## src/rtl/tx_pkg.sv

```systemverilog
// Shared constants and payload types for the QPSK transmit front end.
// Sample constants are 0.7071 full scale in 12-bit two's complement.
package tx_pkg;

    localparam int unsigned SAMPLE_W = 12;
    localparam int unsigned IQ_W     = 2 * SAMPLE_W;

    localparam logic [SAMPLE_W-1:0] QPSK_POS    = 12'h5A7;
    localparam logic [SAMPLE_W-1:0] QPSK_NEG    = 12'hA59;
    localparam logic [SAMPLE_W-1:0] ZERO_SAMPLE = 12'h000;

    typedef struct packed {
        logic [SAMPLE_W-1:0] i;
        logic [SAMPLE_W-1:0] q;
    } iq_sample_t;

    localparam iq_sample_t ZERO_IQ = '{i: ZERO_SAMPLE, q: ZERO_SAMPLE};

    // A 0 bit maps to the positive level, a 1 bit to the negative level.
    function automatic logic [SAMPLE_W-1:0] map_rail(input logic b);
        return b ? QPSK_NEG : QPSK_POS;
    endfunction

endpackage

```

## src/rtl/qpsk_mapper.sv

```systemverilog
// Combinational QPSK mapper: one I bit and one Q bit to a packed {I,Q} sample.
module qpsk_mapper
    import tx_pkg::*;
(
    input  logic       bit_i,
    input  logic       bit_q,
    output iq_sample_t sample_c
);

    always_comb begin
        sample_c   = ZERO_IQ;
        sample_c.i = map_rail(bit_i);
        sample_c.q = map_rail(bit_q);
    end

endmodule

```

## src/rtl/tx_qpsk_path.sv

```systemverilog
// QPSK symbol mapper with zero-stuffing to SPS samples per symbol, feeding an
// interpolating FIR over valid/ready handshakes on both sides.
module tx_qpsk_path
    import tx_pkg::*;
#(
    parameter int unsigned SPS = 4
) (
    input  logic                  clk,
    input  logic                  rst,
    input  logic                  in_valid,
    output logic                  in_ready,
    input  logic                  in_I,
    input  logic                  in_Q,
    input  logic [7:0]            in_data,
    output logic                  out_valid,
    input  logic                  out_ready,
    output logic [IQ_W-1:0]       out_data
);

    localparam int unsigned PHASE_W = (SPS > 1) ? $clog2(SPS) : 1;
    localparam logic [PHASE_W-1:0] LAST_PHASE  = PHASE_W'(SPS - 1);
    localparam logic [PHASE_W-1:0] FIRST_STUFF = (SPS > 1) ? PHASE_W'(1) : '0;

    logic [PHASE_W-1:0] phase;
    logic [PHASE_W-1:0] phase_nxt;
    logic               valid_nxt;
    iq_sample_t         data_q;
    iq_sample_t         data_nxt;
    iq_sample_t         mapped;
    logic               adv;
    logic               accept;

    // Reserved byte input is not consumed by this revision.
    logic unused_in_data;
    assign unused_in_data = ^in_data;

    qpsk_mapper u_mapper (
        .bit_i    (in_I),
        .bit_q    (in_Q),
        .sample_c (mapped)
    );

    assign adv      = !out_valid || out_ready;
    assign in_ready = rst && (phase == '0) && adv;
    assign accept   = in_valid && in_ready;
    assign out_data = data_q;

    // Next-state: stuffed zeros take priority; symbols only enter at phase 0.
    always_comb begin
        phase_nxt = phase;
        valid_nxt = out_valid;
        data_nxt  = data_q;
        if (adv) begin
            if (phase != '0) begin
                data_nxt  = ZERO_IQ;
                valid_nxt = 1'b1;
                phase_nxt = (phase == LAST_PHASE) ? '0 : phase + PHASE_W'(1);
            end else if (accept) begin
                data_nxt  = mapped;
                valid_nxt = 1'b1;
                phase_nxt = FIRST_STUFF;
            end else begin
                valid_nxt = 1'b0;
            end
        end
    end

    always_ff @(posedge clk or negedge rst) begin
        if (!rst) begin
            phase     <= '0;
            out_valid <= 1'b0;
            data_q    <= ZERO_IQ;
        end else begin
            phase     <= phase_nxt;
            out_valid <= valid_nxt;
            data_q    <= data_nxt;
        end
    end

endmodule

```

## config.mk

```make
export PLATFORM = sky130hd
export DESIGN_NAME = tx_qpsk_path
export DESIGN_NICKNAME = d
export VERILOG_FILES = /design/src/rtl/tx_pkg.sv /design/src/rtl/qpsk_mapper.sv /design/src/rtl/tx_qpsk_path.sv
export SDC_FILE = /design/constraint.sdc
export NUM_CORES = 1
export LEC_CHECK = 0
export ABC_AREA = 0
export BUFFER_PORTS_ARGS = -buffer_cell sky130_fd_sc_hd__buf_2
export CAP_MARGIN = 20
export CORE_ASPECT_RATIO = 1.1
export CORE_MARGIN = 8
export CORE_UTILIZATION = 51
export DETAILED_ROUTE_END_ITERATION = 16
export HOLD_SLACK_MARGIN = 0.08
export PLACE_DENSITY_LB_ADDON = 0.15
export SETUP_SLACK_MARGIN = 0.02
export SYNTH_ARGS = -nofsm -noshare
export SYNTH_HDL_FRONTEND = slang
export SYNTH_HIERARCHICAL = 1
export SYNTH_SLANG_ARGS = --single-unit
```

## constraint.sdc

```tcl
create_clock -name clk -period 1.49 [get_ports clk]
set_input_delay 0.0745 -clock clk [delete_from_list [all_inputs] [get_ports clk]]
set_output_delay 0.0745 -clock clk [all_outputs]
set_load 0.01 [all_outputs]
```

# After elaboration in Yosys (flattened, before gate mapping)
# Cells that the tools add are included.
[word_totals]
regBits = 27
wordCells = 24
[op_classes]
addsub = 1
eq_ne = 1
mux = 9
reduce_logical = 9
[ops]
columns = ["cell", "n"]
rows = [
  ["$mux 24", 2],
  ["$mux 12", 2],
  ["$mux 2", 3],
  ["$reduce_bool 2->1", 2],
  ["$logic_and 1x1->1", 3],
  ["$add 2x1->2 const B", 1],
  ["$eq 2x2->1 const B", 1],
  ["$logic_not 2->1", 1],
  ["$mux 1", 2],
  ["$reduce_and 2->1", 1],
  ["$logic_not 1->1", 1],
  ["$logic_or 1x1->1", 1],
]

# Depth between registers and ports, before layout
[depth]
ltp_word = 6
ltp_mapped = 6
ltp_nobuf = 4

# Modules after synthesis
# Netlist, hierarchy kept.
[modules_own_cells]
columns = ["module", "instances", "cells_per_inst", "area_each_um2", "seq_area_each_um2"]
rows = [
  ["tx_qpsk_path", 1, 69, 1051.0, 675.6],
  ["qpsk_mapper", 1, 25, 176.4, 0.0],
]

# Least setup slack after synthesis
# OpenSTA, ideal clock, no wires.
[synth_timing]
path_type = "register to register"
startpoint = "register phase[1]"
endpoint = "register data_q, in the netlist out_data[10]"
t_arrival_ns = 1.212
required_ns = 1.369
slack_ns = 0.157
stages_incl_launch_ff = 7
path_buffers = 2
period_less_slack_ns = 1.333
path_cell_list = "dfrtp_1 > inv_1 > ha_1 > a21o_1 > buf_6 > buf_6 > a22o_1"
[synth_via]
elab_chain_cells = 6
elab_cells_between_ends = 8
[synth_lines]
columns = ["item", "line_no", "rtl"]
rows = [
  ["start: declaration", "tx_qpsk_path.sv:24", "logic [PHASE_W-1:0] phase;"],
  ["start signal: assignment", "tx_qpsk_path.sv:74", "phase <= phase_nxt;"],
  ["$logic_not 2->1", "tx_qpsk_path.sv:44", "assign in_ready = rst && (phase == '0) && adv;"],
  ["$logic_and 1x1->1 (2 in series)", "tx_qpsk_path.sv:44", ""],
  ["$logic_and 1x1->1", "tx_qpsk_path.sv:45", "assign accept = in_valid && in_ready;"],
  ["$reduce_bool 2->1 (no line)", "-", ""],
  ["$reduce_and 2->1 (no line)", "-", ""],
  ["end signal: assignment", "tx_qpsk_path.sv:76", "data_q <= data_nxt;"],
  ["end: declaration", "tx_qpsk_path.sv:27", "iq_sample_t data_q;"],
]
# Several ways; a longest one is shown, not always the timed one.
# A chain may end at the register's enable or synchronous reset.

# Worst setup path in the final report
[layout_timing]
startpoint = "register phase[0]"
endpoint = "output in_ready"
[layout_via]
elab_chain_cells = 3
[layout_lines]
columns = ["item", "line_no", "rtl"]
rows = [
  ["$logic_not 2->1", "tx_qpsk_path.sv:44", ""],
  ["$logic_and 1x1->1 (2 in series)", "tx_qpsk_path.sv:44", ""],
  ["end: declaration", "tx_qpsk_path.sv:11", "output logic in_ready,"],
]
# No other way between the ends.

==> results.yml <==
global_route:
  grt_pass1_vias: 762
  grt_overflow_total: 0
  grt_max_degree: 28
  antenna_found_initial: 0
  grt.total_usage: 0.1079
  grt_pass1_wl_um: 3712
final_layout:
  postLayoutCellArea_um2: 1356
  antennaDiodeCount: 0
  layout-drive-gt1-share: 0.4035
  final_nets: 131
  synthToLayoutAreaGrowth_pct: 10.50
worst_setup_path:
  ff2ff_setup_slack_ns: 0.12
  cp_cell_sequence: "inv_1 > ha_2 > and3b_1 > buf_2"
  end_kind: "primary output"
  cp.arrival_ns: 1.31
  startpoint: "phase[0]$_DFFE_PN0P_"
  slowest_stage: "dfrtp_1"
  cp.required_ns: 1.42
  r2r-end: "out_data[13]$_DFFE_PN0P_"
  reg2reg_from: "phase[0]$_DFFE_PN0P_"
  max_stage_delay_ns: 0.39
  worstPathMaxFanout: 5
  critical_path_class: "reg2out"
  reg2regPathDepth: 5
  startpoint_type: "register"
  worstSetupEndpoint: "in_ready"
sta:
  clock_skew_ns: 0.01082
  min_period_over_period: 0.9285
  finalHoldViolCount: 0
  layout_min_cycle_time_ns: 1.383
  fin_tns_setup_ns: 0
  finalMaxSlewViolations: 0
  rsz0062_at_grt: "no"
  setup_violations: 0
  max_freq_ghz: 0.7228
job:
  cap_viol_max_count: 0
run_status:
  status: "completed"
floorplan:
  die-area_um2: 4234
  start_util: 0.5396
  core_area_um2: 2275
  row_count: 18
  num_io_pins: 40
  fp.dieW_um: 62.78
  die_y_um: 67.46
placement:
  dpl.hpwl_um: 1504
  port_buffers: 31
  gp_congestion: 0.6545
  placed_area_um2: 1260
drt:
  drc: 0
  drt_iter0_markers: 15
  vias_per_cell: 5.222
  routedWlPerCell_um: 15.69
  vias: 752
  first_pass_iters: 4
  wl_um: 2259
  ant_nets: 0
logic_synthesis:
  yosysUniqueCellTypes: 16
  syn_area_um2: 1227
  netlist_instances: 94
  yosys_warnings: 6
  synth_top_area_cell: "dfrtp_1"
  synth.top_cell.area_share: 0.5505
  synth_area_per_cell_um2: 13.06
  ys_top_cells_by_area: "dfrtp_1 (55%), a22o_1 (17%), buf_4 (15%)"
  seq_area_frac_synth: 0.5505
  ys_ff_latch: 27
power_and_ir_drop:
  power.density_nw_per_um2: 1360
  pwr-share-clk: 0.166
  internal_power_w: 0.001262
  max-vdd-ir-drop_v: 0.0007414
  p_leak_nw: 0.7605
  seqPwrFrac: 0.496
  swShare: 0.3161
  p_sw_w: 0.0005832
  combPwrFrac: 0.338
clocking:
  htree_num_levels: 1
  cts.sink_count: 27
  clk_path_buf_depth: 2
  cts-root-buf: "clkbuf_4"
  path_clk_slew_ns: 0.14
  cts_inserted_buffers: 3
  cts_tree: "built"
  insertion_delay_ns: 0.31
min_path:
  hp-class: "in2reg"
-- registers in the layout, indices dropped and copies added, names as in the netlist --
name	flops
out_data	24
out_valid	1
phase	2
-- critical path: cells and delay by family, from the launching register on --
family,cells,cell delay [ns]
simple gates,1,0.15
buf+inv,2,0.23
fa+ha+maj,1,0.22
flops,1,0.39
-- kinds of logic (layout without fill, tap and decap cells) --
kind of cell             count (synthesis)  after routing  synth area share
AND/OR/NAND/NOR                          6              6           0.04893
other                                    1              2          0.003055
flip-flops                              27             27            0.5505
buffers and inverters                   31             50            0.1865
multiplexers                             1              1          0.009174
AO/OA/AOI/OAI                           26             26            0.1814
adder cells (fa/ha/maj)                  2              2           0.02038
-- per-layer routing --
metal,wire length [um],track usage,up-vias
li1,-,-,350
met5,0,0,-
met3,119,0.03642,2
met2,1101,0.1746,16
met1,1024,0.1349,384
met4,12,0.03419,0
-- synthesized netlist by cell type (all sizes together) --
library cell	instances
and3b	1
a22o	24
nor3	1
a21oi	1
conb	1
inv	4
dfrtp	27
nor2b	1
ha	2
a21o	1
nand2	1
nor3b	1
mux2	1
buf	27
nand3b	1
-- through the flow --
stage / std cells / utilization / hold WS, ns / total power [W] / worst slack [ns]
after floorplan: 95 / - / -0.2211 / 0.001372 / 0.1569
after global placement: 134 / 0.5539 / 0.1143 / 0.001498 / 0.1412
after detailed placement: 134 / 0.5539 / 0.1204 / 0.001513 / 0.1166
after CTS: 143 / 0.5919 / 0.08778 / 0.001826 / 0.08516
after global routing: 144 / 0.5963 / 0.1116 / 0.001963 / 0.02108
final: 144 / 0.5963 / 0.1153 / 0.001845 / 0.1065
-- how the worst min path moves through the flow --
stage                               end  cells past startpoint      start  slack (ns)
4_1_cts           out_valid$_DFFE_PN0P_                      3  out_ready        0.09
6_report          out_valid$_DFFE_PN0P_                      3  out_ready        0.12
5_1_grt           out_valid$_DFFE_PN0P_                      3  out_ready        0.11
3_3_place_gp      out_valid$_DFFE_PN0P_                      2        rst        0.11
3_5_place_dp   out_data[20]$_DFFE_PN0P_                      2        rst        0.12
2_1_floorplan   out_data[0]$_DFFE_PN0P_                      0        rst       -0.22
-- what timing repair did --
item                       4_1_cts  5_1_grt
hold endpoints to repair        38        0
setup endpoints to repair        0        9
hold buffers                     5        0
setup buffers                    0        1
resized for setup                0        1
-- cells in the final DEF, fill, tap and decap left out --
cell	n
nor3_1	1
buf_2	31
buf_12	2
a21o_1	1
a21oi_1	1
inv_1	4
a22o_1	24
mux2_2	1
dfrtp_1	27
nand3b_1	1
nor2b_4	1
clkbuf_1	1
buf_4	5
nand2_2	1
nor3b_4	1
clkbuf_4	3
and3b_1	1
conb_1	2
ha_2	1
ha_1	1
dlygate4sd3_1	4
-- layout make-up --
cell class / instances / area (um^2)
fill: 191 / 918.4
sequential: 27 / 675.6
multi-input combinational: 37 / 329.1
timing repair buffer: 42 / 272.8
tap: 30 / 37.54
clock buffer: 4 / 26.28
inverter: 4 / 15.01
-- power by group through the flow --
stage	Combinational [W]	Clock, W	Sequential [W]
after floorplan	0.000398	0	0.000974
after global placement	0.000572	0	0.000926
after detailed placement	0.000580	0	0.000933
after CTS	0.000599	0.000308	0.000919
after global routing	0.000688	0.000342	0.000932
final	0.000624	0.000306	0.000916
Power figures use the tool's default switching activity.
